## config.mk

```make
export PLATFORM = sky130hd
export DESIGN_NAME = ram_port_arbiter
export DESIGN_NICKNAME = d
export VERILOG_FILES = /design/src/rtl/ram_pkg.sv /design/src/rtl/rr_arb2.sv /design/src/rtl/ram_port_arbiter.sv
export SDC_FILE = /design/constraint.sdc
export NUM_CORES = 1
export LEC_CHECK = 0
export ABC_AREA = 1
export BUFFER_PORTS_ARGS = -buffer_cell sky130_fd_sc_hd__buf_4
export CELL_PAD_IN_SITES_DETAIL_PLACEMENT = 0
export CELL_PAD_IN_SITES_GLOBAL_PLACEMENT = 1
export CORE_AREA = 4 4 170 172
export CTS_CLUSTER_DIAMETER = 200
export DETAILED_ROUTE_END_ITERATION = 10
export DIE_AREA = 0 0 174 176
export GPL_TIMING_DRIVEN = 0
export PLACE_DENSITY_LB_ADDON = 0.15
export RECOVER_POWER = 25
export SKIP_CTS_REPAIR_TIMING = 1
export SLEW_MARGIN = 20
export SYNTH_ARGS = -nofsm -noshare
export SYNTH_HDL_FRONTEND = slang
export SYNTH_HIERARCHICAL = 1
export SYNTH_SLANG_ARGS = --single-unit
```

## constraint.sdc

```tcl
create_clock -name clk -period 2.5 [get_ports clk]
set_input_delay 0.5 -clock clk [delete_from_list [all_inputs] [get_ports clk]]
set_output_delay 0.5 -clock clk [all_outputs]
set_load 0.02 [all_outputs]
```

## src/rtl/ram_pkg.sv

```systemverilog
// Shared types and constants for the RAM port arbiter and its helpers.
package ram_pkg;

  localparam int RAM_WIDTH = 64;
  localparam int ADDR_SIZE = 12;

  // Identifies which of the two masters owns a grant or a response.
  typedef logic master_id_t;

  localparam master_id_t MID_M0 = 1'b0;
  localparam master_id_t MID_M1 = 1'b1;

  // One response-pipeline stage: an issued read and the master it belongs to.
  typedef struct packed {
    logic       valid;
    master_id_t id;
  } rsp_entry_t;

  // Converts a master id into a one-hot grant vector {m1, m0}.
  function automatic logic [1:0] id_to_onehot(input master_id_t id);
    logic [1:0] oh;
    if (id == MID_M1) begin
      oh = 2'b10;
    end else begin
      oh = 2'b01;
    end
    return oh;
  endfunction

endpackage

```

## src/rtl/rr_arb2.sv

```systemverilog
// Two-request round-robin picker. The pointer selects the winner only when
// both masters request; it moves to the losing side whenever the caller
// reports that the current grant was actually taken (advance).
module rr_arb2
  import ram_pkg::*;
(
  input  logic       clk,
  input  logic       rst_n,
  input  logic [1:0] req,
  input  logic       advance,
  output logic [1:0] grant,
  output master_id_t grant_id
);

  master_id_t ptr_r;

  // Pick a winner: a lone requester always wins, a tie goes to the pointer.
  always_comb begin
    grant    = 2'b00;
    grant_id = MID_M0;
    case (req)
      2'b01: begin
        grant    = 2'b01;
        grant_id = MID_M0;
      end
      2'b10: begin
        grant    = 2'b10;
        grant_id = MID_M1;
      end
      2'b11: begin
        grant    = id_to_onehot(ptr_r);
        grant_id = ptr_r;
      end
      default: begin
        grant    = 2'b00;
        grant_id = MID_M0;
      end
    endcase
  end

  // Priority pointer: after a taken grant, favour the master that lost.
  always_ff @(posedge clk or negedge rst_n) begin
    if (!rst_n) begin
      ptr_r <= MID_M0;
    end else if (advance) begin
      ptr_r <= ~grant_id;
    end else begin
      ptr_r <= ptr_r;
    end
  end

endmodule

```

## src/rtl/ram_port_arbiter.sv

```systemverilog
// Two-master arbiter in front of a RAM with independent read and write
// ports. Each port is arbitrated round-robin; a read that targets the same
// address as the same-cycle write is held back, and read data is routed to
// the issuing master after the fixed RAM read latency.
module ram_port_arbiter
  import ram_pkg::*;
#(
  parameter int ADDR_W = ADDR_SIZE,
  parameter int DATA_W = RAM_WIDTH,
  parameter int RD_LAT = 1
)
(
  input  logic              clk,
  input  logic              rst_n,
  input  logic              m0_cmd_valid,
  input  logic              m1_cmd_valid,
  output logic              m0_cmd_ready,
  output logic              m1_cmd_ready,
  input  logic              m0_cmd_we,
  input  logic              m1_cmd_we,
  input  logic [ADDR_W-1:0] m0_cmd_addr,
  input  logic [ADDR_W-1:0] m1_cmd_addr,
  input  logic [DATA_W-1:0] m0_cmd_wdata,
  input  logic [DATA_W-1:0] m1_cmd_wdata,
  output logic              m0_rsp_valid,
  output logic              m1_rsp_valid,
  output logic [DATA_W-1:0] m0_rsp_rdata,
  output logic [DATA_W-1:0] m1_rsp_rdata,
  output logic              ram_read,
  output logic              ram_write,
  output logic [ADDR_W-1:0] ram_rd_address,
  output logic [ADDR_W-1:0] ram_wr_address,
  output logic [DATA_W-1:0] ram_data_in,
  input  logic [DATA_W-1:0] ram_rdata
);

  logic [1:0]        rd_req_s;
  logic [1:0]        wr_req_s;
  logic [1:0]        rd_grant_s;
  logic [1:0]        wr_grant_s;
  master_id_t        rd_id_s;
  master_id_t        wr_id_s;
  logic [ADDR_W-1:0] rd_addr_s;
  logic [ADDR_W-1:0] wr_addr_s;
  logic [DATA_W-1:0] wr_data_s;
  logic              hazard_s;
  logic              rd_issue_s;
  logic              wr_issue_s;
  rsp_entry_t        rsp_head_s;
  rsp_entry_t        pipe_r [RD_LAT];

  assign rd_req_s = {m1_cmd_valid & ~m1_cmd_we, m0_cmd_valid & ~m0_cmd_we};
  assign wr_req_s = {m1_cmd_valid &  m1_cmd_we, m0_cmd_valid &  m0_cmd_we};

  rr_arb2 u_rd_arb (
    .clk      (clk),
    .rst_n    (rst_n),
    .req      (rd_req_s),
    .advance  (rd_issue_s),
    .grant    (rd_grant_s),
    .grant_id (rd_id_s)
  );

  rr_arb2 u_wr_arb (
    .clk      (clk),
    .rst_n    (rst_n),
    .req      (wr_req_s),
    .advance  (wr_issue_s),
    .grant    (wr_grant_s),
    .grant_id (wr_id_s)
  );

  // Select the winning commands and decide what actually issues. A read
  // colliding with the write address waits so it later sees the new data;
  // nothing issues while reset is held.
  always_comb begin
    rd_addr_s  = {ADDR_W{1'b0}};
    wr_addr_s  = {ADDR_W{1'b0}};
    wr_data_s  = {DATA_W{1'b0}};
    if (rd_id_s == MID_M1) begin
      rd_addr_s = m1_cmd_addr;
    end else begin
      rd_addr_s = m0_cmd_addr;
    end
    if (wr_id_s == MID_M1) begin
      wr_addr_s = m1_cmd_addr;
      wr_data_s = m1_cmd_wdata;
    end else begin
      wr_addr_s = m0_cmd_addr;
      wr_data_s = m0_cmd_wdata;
    end
    hazard_s   = (|rd_grant_s) && (|wr_grant_s) && (rd_addr_s == wr_addr_s);
    rd_issue_s = (|rd_grant_s) && !hazard_s && rst_n;
    wr_issue_s = (|wr_grant_s) && rst_n;
  end

  // Drive the RAM strobes and the per-master handshakes; idle outputs are zero.
  always_comb begin
    ram_read       = 1'b0;
    ram_write      = 1'b0;
    ram_rd_address = {ADDR_W{1'b0}};
    ram_wr_address = {ADDR_W{1'b0}};
    ram_data_in    = {DATA_W{1'b0}};
    if (rd_issue_s) begin
      ram_read       = 1'b1;
      ram_rd_address = rd_addr_s;
    end else begin
      ram_read       = 1'b0;
      ram_rd_address = {ADDR_W{1'b0}};
    end
    if (wr_issue_s) begin
      ram_write      = 1'b1;
      ram_wr_address = wr_addr_s;
      ram_data_in    = wr_data_s;
    end else begin
      ram_write      = 1'b0;
      ram_wr_address = {ADDR_W{1'b0}};
      ram_data_in    = {DATA_W{1'b0}};
    end
    m0_cmd_ready = (rd_issue_s && (rd_id_s == MID_M0)) || (wr_issue_s && (wr_id_s == MID_M0));
    m1_cmd_ready = (rd_issue_s && (rd_id_s == MID_M1)) || (wr_issue_s && (wr_id_s == MID_M1));
  end

  // Response pipeline: tracks issued reads until the RAM data is available.
  always_ff @(posedge clk or negedge rst_n) begin
    if (!rst_n) begin
      for (int i = 0; i < RD_LAT; i++) begin
        pipe_r[i] <= '{valid: 1'b0, id: MID_M0};
      end
    end else begin
      pipe_r[0] <= '{valid: rd_issue_s, id: rd_id_s};
      for (int i = 1; i < RD_LAT; i++) begin
        pipe_r[i] <= pipe_r[i-1];
      end
    end
  end

  assign rsp_head_s = pipe_r[RD_LAT-1];

  // Route returning RAM data to its owner; the other master sees zero.
  always_comb begin
    m0_rsp_valid = 1'b0;
    m1_rsp_valid = 1'b0;
    m0_rsp_rdata = {DATA_W{1'b0}};
    m1_rsp_rdata = {DATA_W{1'b0}};
    if (rsp_head_s.valid) begin
      if (rsp_head_s.id == MID_M1) begin
        m1_rsp_valid = 1'b1;
        m1_rsp_rdata = ram_rdata;
      end else begin
        m0_rsp_valid = 1'b1;
        m0_rsp_rdata = ram_rdata;
      end
    end else begin
      m0_rsp_valid = 1'b0;
      m1_rsp_valid = 1'b0;
    end
  end

endmodule

```

==> results of run 1 <==
-- flip-flops by register name (all words and copies together), names as in the netlist --
| signal | cells |
|---|---|
| pipe_r | 2 |
| u_rd_arb/ptr_r | 1 |
| u_wr_arb/ptr_r | 1 |
-- cells by family after synthesis --
group                  share of synthesized area
DFF                                      0.03538
buffers and inverters                     0.3043
AOI/OAI and AO/OA                         0.1933
and+or+nand+nor                           0.4670
-- layout by cell type, fill, tap and decap left out --
cell type,Yosys,final
a22oi_1,64,1
a22oi_2,0,63
buf_12,0,8
buf_4,1,387
buf_6,7,69
buf_8,0,13
clkbuf_1,16,11
clkbuf_16,0,16
clkbuf_2,0,4
dfrtp_1,4,4
diode_2,0,1
inv_1,169,163
inv_2,4,4
inv_4,0,2
inv_6,0,1
inv_8,0,3
nand2_1,160,128
nand2_2,3,21
nand2_4,1,14
nand2_8,0,1
nand2b_1,2,2
nand3_1,5,3
nand3_2,0,2
nor2_1,154,147
nor2_2,9,6
nor2_4,0,10
o21a_1,1,1
o21ai_0,7,1
o21ai_1,3,6
o21ai_2,1,4
or2_0,2,2
or2_4,0,1
-- area by class of cell --
cell class / instances / share of cell area
Inverter: 173 / 0.08367
Timing Repair Buffer: 468 / 0.4912
Buffer: 37 / 0.05158
Sequential cell: 4 / 0.01228
Clock buffer: 3 / 0.009211
Tap cell: 346 / 0.05312
Multi-Input combinational cell: 413 / 0.2986
Antenna cell: 1 / 0.0003070
-- stage by stage --
stage | hold WS, ns | utilization | power [W] | instance area [sq um]
6_report | 0.2137 | 0.2966 | 0.002038 | 8150
5_1_grt | 0.2419 | 0.2965 | 0.002176 | 8148
4_1_cts | 0.07755 | 0.2425 | 0.001703 | 6663
3_5_place_dp | 0.3147 | 0.2398 | 0.001446 | 6588
3_3_place_gp | 0.3139 | 0.2398 | 0.001453 | 6588
2_1_floorplan | 0.2044 | - | 0.0007196 | 2829
-- power by group through the flow --
stage / clock network [W] / registers [W] / logic, W
final: 0.000247 / 0.0000791 / 0.00171
after global routing: 0.000257 / 0.0000798 / 0.00184
after CTS: 0.000254 / 0.0000793 / 0.00137
after global placement: 0 / 0.0000792 / 0.00137
after detailed placement: 0 / 0.0000795 / 0.00137
after floorplan: 0 / 0.0000785 / 0.000641
-- worst paths after layout --
| path | endpoint | slack [ns] | cells after the start | from |
|---|---|---|---|---|
| worst max-delay path | ram_rd_address[5] | -0.32 | 20 | m0_cmd_valid |
| worst min-delay path | u_wr_arb/ptr_r$_DFFE_PN0P_ | 0.21 | 1 | rst_n |
| max in group asynchronous | pipe_r[0]$_DFF_PN0_ | 1.95 | 1 | rst_n |
| min in group clk | pipe_r[0]$_DFF_PN0_ | 0.60 | 4 | m1_cmd_we |
| worst max register to register | u_rd_arb/ptr_r$_DFFE_PN0P_ | 0.27 | 19 | u_rd_arb/ptr_r$_DFFE_PN0P_ |
| worst min register to register | u_rd_arb/ptr_r$_DFFE_PN0P_ | 0.63 | 3 | u_rd_arb/ptr_r$_DFFE_PN0P_ |
-- per-layer routing --
metal	global-route usage	up-vias	wire length [microns]
li1	-	2784	-
met1	0.1638	2453	9931
met2	0.2777	216	13900
met3	0.04218	33	1991
met4	0.02705	2	584
met5	0	-	7
==> flow_summary.json, run 1 <==
{
  "status": "finished with violations",
  "violations": "negative setup slack",
  "yosys_register_bits": 4,
  "drc": 0,
  "wl_per_cell_microns": 18.28,
  "synthFlopType": "dfrtp_1",
  "swShare": 0.4586,
  "nets": 1322,
  "synth.area.top_cells": "inv_1 22%, nand2_1 21%, nor2_1 20%",
  "initial_core_util": 0.1030,
  "cts_sinks": 4,
  "crit_family": "simple AND/OR/NAND/NOR gates",
  "syn_nets": 849,
  "antenna_found_initial": 1,
  "rows": 61,
  "crit_path_end_kind": "output port",
  "syn_to_final_growth_pct": 188.1,
  "power.share.sequential": 0.039,
  "switchingPower_w": 0.0009348,
  "setup_ws_ns": -0.3243,
  "min_period_over_period": 1.130,
  "slew_headroom": 0.6207,
  "critPathSlowestCell": "clkbuf_16",
  "clk_pin_slew_ns": 0.03,
  "synth.avg_cell_area_sq_um": 4.512,
  "dp_cells": 1416,
  "grt_setup_unrepaired": "yes",
  "finalMaxSlewViolations": 0,
  "timing.critical_path.mode_cell": "nand2_2",
  "crit_buf_inv": 7,
  "io_buffers": 443,
  "critPathArrivalTime_ns": 2.32,
  "crit_fanout": 6,
  "skew_ns": 0.001886,
  "synth_edf_count": 0,
  "synthArstFlopShare": 1.000,
  "synth_seq_area_share": 0.03538,
  "grt_pass1_vias": 5187,
  "die_w_microns": 174,
  "leakage_nw": 4.973,
  "cts_max_path_buffers": 2,
  "clkPwrFrac": 0.121,
  "instances_no_fill": 1445,
  "hpwl_microns": 21890,
  "max_freq_mhz": 354.1,
  "cts_buffers": 3,
  "cap_viol_max_count": 0,
  "tightest_slew_ns": 0.5690,
  "vias": 5488,
  "h-tree-depth": 1,
  "power_density_nw_per_um2": 250.1,
  "nFillCells": 3168,
  "max_stage_delay_ns": 0.18,
  "peakVddDrop_mv": 0.2577,
  "final.min_clock_period_ns": 2.824,
  "hold_viol": 0,
  "drive_gt1_frac": 0.5729,
  "post-place-ws_ns": -0.6598,
  "antenna_left": 0,
  "ys_warn_count": 6,
  "multiInputGateArea_sq_um": 2434,
  "cp-start-kind": "input pin",
  "place_congestion": 0.8075,
  "synth_top_area_share": 0.2242,
  "cts_root_buf": "clkbuf_16",
  "yosysMostFrequentCell": "inv_1",
  "grt_pass1_wl_microns": 34450,
  "yosys-top-cells-count": "169 x inv_1, 160 x nand2_1, 154 x nor2_1",
  "wl_microns": 26420,
  "finalSetupTns_ns": -4.453,
  "p_comb_frac": 0.840,
  "crit_type": "in -> out",
  "crit_chain": "buf_8 > inv_4 > nor2_4 > nand2_2 > nand2_4 > inv_8 > buf_12 > clkbuf_16 > nand2_2 > nand2_2 > nand2_1 > nand2_1 > nor2_1 > nand2_1 > nor2_1 > nand2_2 > nand2_4 > clkbuf_16 > nor2_4 > buf_6",
  "cts_tree": "built",
  "intPower_w": 0.001104,
  "grt_start_max_net_pins": 11,
  "track_usage": 0.1464,
  "io_pins": 444,
  "die_height_microns": 176,
  "drtIter0Drc": 139,
  "synthCells": 627,
  "dr.pass1.iters": 4,
  "coreArea_sq_um": 27480,
  "grt.overflow.total": 0,
  "crit_required_ns": 2.00,
  "netlist_area_sq_um": 2829,
  "die_area_sq_um": 30620,
  "setup_viol_count_final": 22,
  "seq_area_sq_um": 100.1,
  "viasPerCell": 3.798,
  "synth_top_area_cell": "inv_1",
  "clock_latency_ns": 0.22,
  "synth_cell_type_count": 21,
  "min_path_type": "in -> async"
}
Power figures use the tool's default switching activity.
==> inputs of run 2 (changes only) <==
Settings changed: CORE_AREA 4 4 170 172 to 4 4 171 173, DIE_AREA 0 0 174 176 to 0 0 175 177, SYNTH_HIERARCHICAL 1 to default.
Clock period 2.5 ns to 2.9 ns, I/O delays scaled along.
==> run 2 against run 1 <==
  * Via count is 7.9% higher
  * Area after synthesis rose by 8.3%
  * Count of clock-buffer cells in the layout stayed put
  * Non-clock buffer count grew 7
  * Largest cell class unchanged
  * The run now ends clean
  * Global-route usage grew 0.45 points
  * Critical path depth decreased by 4
  * First-iteration DRC count grew 29%
  * Critical endpoint is now ram_rd_address[9]
  * Core utilization fell by 3.1 points
  * Final cell count grew 5.9%
  * Largest power group unchanged
  * Routed wire length down 2.7%
  * Clock skew increased by 0.0018 ns
==> flow_summary.json, run 2 <==
{
  "status": "complete, no violations",
  "initial_core_util": 0.1109,
  "track_usage": 0.1509,
  "min_period_over_period": 0.9768,
  "vias": 5922,
  "nets": 1376,
  "antenna_left": 0,
  "viasPerCell": 3.871,
  "utilization": 0.2653,
  "h-tree-depth": 1,
  "leakage_nw": 4.404,
  "reg_top3": "pipe_r: 2 flops, u_rd_arb.ptr_r: 1 flops, u_wr_arb.ptr_r: 1 flops",
  "synth_seq_area_share": 0.03268,
  "peakVddDrop_mv": 0.1338,
  "synth_edf_count": 0,
  "place_congestion": 0.7905,
  "antenna_found_initial": 0,
  "die_height_microns": 177,
  "yosys-top-cells-count": "184 x nand2_1, 149 x nor2_1, 106 x nand3_1",
  "wl_microns": 25700,
  "clock_latency_ns": 0.22,
  "finalMaxSlewViolations": 0,
  "yosysMostFrequentCell": "nand2_1",
  "drc": 0,
  "synth.avg_cell_area_sq_um": 4.439,
  "cp-start-kind": "input pin",
  "power_density_nw_per_um2": 192.7,
  "synthCells": 690,
  "crit_path_end_kind": "output port",
  "instances_no_fill": 1530,
  "hold_viol": 0,
  "wl_per_cell_microns": 16.80,
  "drive_gt1_frac": 0.4731,
  "die_area_sq_um": 30980,
  "antenna_cells": 0,
  "synth.area.top_cells": "nand2_1 23%, nor2_1 18%, nand3_1 17%",
  "synth_cell_type_count": 23,
  "synth_top_area_share": 0.2255,
  "coreArea_sq_um": 27630,
  "cp-startpoint": "m0_cmd_we",
  "cap_viol_max_count": 0,
  "rows": 61,
  "netlist_area_sq_um": 3063,
  "ys_warn_count": 0,
  "io_pins": 444,
  "syn_nets": 912,
  "max_stage_delay_ns": 0.17,
  "p_total_w": 0.001413,
  "tightest_slew_ns": 0.6382,
  "grt_start_max_net_pins": 11,
  "final_cell_mix": "446 x buf_4, 171 x nand2_1, 145 x nor2_1",
  "cts_buffers": 3,
  "largest_reg_flops": 2,
  "grt_setup_unrepaired": "yes",
  "grt.overflow.total": 0,
  "crit_required_ns": 2.32,
  "crit_chain": "buf_4 > inv_4 > nand3_4 > nand2_8 > clkbuf_16 > nand2_1 > o21ai_2 > inv_1 > nand2_1 > nand3_2 > nor2_2 > nand2_2 > nand2_4 > clkbuf_16 > nor2_2 > buf_6",
  "final.min_clock_period_ns": 2.833,
  "cts_max_path_buffers": 2,
  "max_freq_mhz": 353.0,
  "regMostFlops": "pipe_r",
  "skew_ns": 0.003734,
  "die_w_microns": 175,
  "syn_to_final_growth_pct": 139.3,
  "r2r_cells": 14,
  "post-place-ws_ns": -0.3572,
  "setup_viol_count_final": 0,
  "grt_pass1_vias": 6004,
  "final_common_cell": "buf_4",
  "dp_cells": 1511,
  "cts_sinks": 4,
  "critPathSlowestCell": "clkbuf_16",
  "drtIter0Drc": 180,
  "setup_ws_ns": 0.06733,
  "slew_headroom": 0.5745,
  "synthArstFlopShare": 1.000,
  "critPathArrivalTime_ns": 2.25,
  "crit_type": "in -> out",
  "grt_pass1_wl_microns": 36250,
  "io_buffers": 443,
  "reg2reg_from": "u_wr_arb.ptr_r$_DFFE_PN0P_",
  "cts_root_buf": "clkbuf_16",
  "dr.pass1.iters": 4,
  "synth_top_area_cell": "nand2_1",
  "clk_pin_slew_ns": 0.03,
  "crit_fanout": 8,
  "min_path_type": "in -> async",
  "yosys_register_bits": 4,
  "cts_tree": "built",
  "hpwl_microns": 22050,
  "synthFlopType": "dfrtp_1"
}
-- run 2: changes by cell type in the layout (fill, tap and decap cells not counted), sizes merged, moves of 2 or more --
cell / change
a21oi: +65
a22oi: -64
buf: -9
clkbuf: +16
inv: -70
nand2: +25
nand2b: -2
nand3: +103
nor2: -3
o21ai: -4
or2: -3
-- run 2: kinds of logic (layout without fill, tap and decap cells) --
kind of cell,Yosys count,after routing,synth area share
AO/OA/AOI/OAI,72,72,0.1201
AND/OR/NAND/NOR,458,458,0.6360
flip-flops,4,4,0.03268
buffers and inverters,156,618,0.2112
-- run 2: worst paths after layout --
check                                             end  slack [ns]
min reg2reg                u_rd_arb.ptr_r$_DFFE_PN0P_        0.47
min                        u_rd_arb.ptr_r$_DFFE_PN0P_        0.16
max                                 ram_rd_address[9]        0.07
max reg2reg                       pipe_r[1]$_DFF_PN0_        0.96
max in group asynchronous         pipe_r[1]$_DFF_PN0_        2.62
min in group clk           u_rd_arb.ptr_r$_DFFE_PN0P_        0.47
-- run 2: report_power, final --
group          total (W)  internal [W]  switching, W
clock           0.000215      0.000176     0.0000390
combinational    0.00113      0.000509      0.000623
sequential     0.0000654     0.0000627    0.00000270
-- run 2: layer usage --
layer,vias to the layer above,share of wire,routed length [microns],global-route usage
li1,3033,-,-,-
met1,2600,0.37,9386,0.1606
met2,277,0.53,13710,0.2964
met3,12,0.090,2314,0.04636
met4,0,0.011,286,0.02390
met5,-,0,0,0
-- run 2: final cells by class --
type                            count  area, sq um
Inverter                          103        394.1
Fill cell                        3270        20300
Sequential cell                     4        100.1
Multi-Input combinational cell    530         2414
Buffer                             53        327.8
Timing Repair Buffer              459         3547
Clock buffer                        3        75.07
Tap cell                          378        473.0
-- run 2: worst max-delay path: cells and delay by family --
family,cells,cell delay (ns)
AND/OR/NAND/NOR,9,0.88
buffers and inverters,6,0.73
AO/OA/AOI/OAI,1,0.06
-- run 2: stage by stage --
step	TNS (ns)	hold slack, ns	area [sq um]
after floorplan	0	0.2844	3063
after global placement	-17.16	0.3967	6862
after detailed placement	-15.42	0.3980	6862
after CTS	-15.81	0.1608	6937
after global routing	-0.1544	0.1659	7331
final	0	0.1613	7331
==> inputs of run 3 (changes only) <==
Settings changed: CTS_BUF_LIST from default to sky130_fd_sc_hd__clkbuf_4, MAX_ROUTING_LAYER from default to met4.
==> run 3 against run 2 <==
  * Routed wire length about the same
  * First-iteration DRC count decreased by 17%
  * Sequential power increased by 0.6%
  * Die area unchanged
  * Combinational power about the same
  * Largest power group unchanged
  * Highest routed layer unchanged
==> flow_summary.json, run 3 (synthesis gave the netlist of run 2 again) <==
{
  "crit_path_end_kind": "output port",
  "regMostFlops": "pipe_r",
  "cts_max_path_buffers": 2,
  "grt_setup_unrepaired": "yes",
  "place_congestion": 0.8016,
  "final_common_cell": "buf_4",
  "hold_viol": 0,
  "nets": 1378,
  "cap_viol_max_count": 0,
  "dr.pass1.iters": 4,
  "cts_buffers": 3,
  "cts_sinks": 4,
  "drive_gt1_frac": 0.4766,
  "antenna_left": 0,
  "track_usage": 0.1551,
  "status": "complete, no violations",
  "final_cell_mix": "451 x buf_4, 168 x nand2_1, 146 x nor2_1",
  "cts_tree": "built",
  "final_cell_area_sq_um": 7308,
  "antenna_found_initial": 1,
  "setup_viol_count_final": 0,
  "clock_latency_ns": 0.23,
  "multiInputGateArea_sq_um": 2434,
  "instances_no_fill": 1533,
  "utilization": 0.2645,
  "hpwl_microns": 22050,
  "min_period_over_period": 0.9866,
  "io_pins": 444,
  "grt_pass1_wl_microns": 36030,
  "skew_ns": 0.009653,
  "die_height_microns": 177,
  "wl_per_cell_microns": 16.78,
  "grt.overflow.total": 0,
  "die_w_microns": 175,
  "initial_core_util": 0.1109,
  "reg_top3": "pipe_r: 2 flops, u_rd_arb.ptr_r: 1 flops, u_wr_arb.ptr_r: 1 flops",
  "drc": 0,
  "viasPerCell": 3.877,
  "tightest_slew_ns": 0.6394,
  "h-tree-depth": 1,
  "critPathArrivalTime_ns": 2.28,
  "dpl_cell_area_sq_um": 6862,
  "wl_microns": 25720,
  "holdWs_ns": 0.1488,
  "crit_type": "in -> out",
  "largest_reg_flops": 2,
  "finalSetupTns_ns": 0,
  "io_buffers": 443,
  "power_density_nw_per_um2": 173.9,
  "slew_headroom": 0.5737,
  "vias": 5943,
  "coreArea_sq_um": 27630,
  "max_freq_mhz": 349.5,
  "syn_to_final_growth_pct": 138.6,
  "peakVddDrop_mv": 0.06682,
  "drtIter0Drc": 150,
  "grt_pass1_vias": 6058,
  "grt_start_max_net_pins": 11,
  "seq_area_sq_um": 100.1,
  "leakage_nw": 4.396,
  "final.min_clock_period_ns": 2.861,
  "crit_required_ns": 2.32,
  "crit_fanout": 10,
  "cts_root_buf": "clkbuf_4",
  "clk_pin_slew_ns": 0.04,
  "rows": 61,
  "finalMaxSlewViolations": 0,
  "die_area_sq_um": 30980,
  "cp-start-kind": "input pin",
  "dp_cells": 1511,
  "min_path_type": "in -> async",
  "nFillCells": 3269
}
## run 3: final cells by class
| cell class | count | area share |
|---|---|---|
| timing repair buffer | 461 | 0.4854 |
| multi-input combinational | 530 | 0.3330 |
| tap | 378 | 0.06471 |
| inverter | 103 | 0.05393 |
| buffer | 53 | 0.04588 |
| sequential | 4 | 0.01370 |
| clock buffer | 3 | 0.003082 |
| antenna | 1 | 0.0003424 |
## run 3: metal layers
layer,wire length (microns),up-vias,global-route usage,share of wire
met5,0,-,-,0
met4,302,0,0.02390,0.012
met3,2012,14,0.03995,0.078
met1,9618,2617,0.1635,0.37
li1,-,3037,-,-
met2,13790,275,0.2969,0.54
## run 3: critical path: stages
cell and delay [ns]:
buf_4 0.14, inv_4 0.06, nand3_4 0.12, buf_6 0.19, nand3_1 0.11, nand2_4 0.07
nand2_2 0.08, nand2_2 0.05, nor2_1 0.09, nand2_1 0.06, nor2_2 0.15, nand2_2 0.11
nand2_4 0.12, clkbuf_16 0.17, nor2_2 0.03, buf_4 0.15
## run 3: where the power goes
group | leakage [nW] | internal (W) | switching (W)
registers | 0.0495 | 0.0000626 | 0.00000315
logic | 4.33 | 0.000513 | 0.000625
clock network | 0.0138 | 0.0000462 | 0.0000216
## run 3: path summary, 6_finish.rpt
path | from | end | slack, ns | cells after the start
max in group asynchronous | rst_n | pipe_r[1]$_DFF_PN0_ | 2.62 | 1
worst min-delay path | rst_n | u_rd_arb.ptr_r$_DFFE_PN0P_ | 0.15 | 1
worst max register to register | u_rd_arb.ptr_r$_DFFE_PN0P_ | pipe_r[1]$_DFF_PN0_ | 0.96 | 14
min in group clk | u_rd_arb.ptr_r$_DFFE_PN0P_ | u_rd_arb.ptr_r$_DFFE_PN0P_ | 0.47 | 2
worst max-delay path | m0_cmd_we | ram_rd_address[3] | 0.04 | 16
worst min register to register | u_rd_arb.ptr_r$_DFFE_PN0P_ | u_rd_arb.ptr_r$_DFFE_PN0P_ | 0.47 | 2
## run 3: per-stage QoR
step | total power (W) | worst slack, ns
floorplan | 0.0005730 | 0.4396
global placement | 0.001152 | -0.3893
detailed placement | 0.001146 | -0.3572
global route | 0.001384 | -0.02906
CTS | 0.001219 | -0.3668
finish | 0.001271 | 0.03878
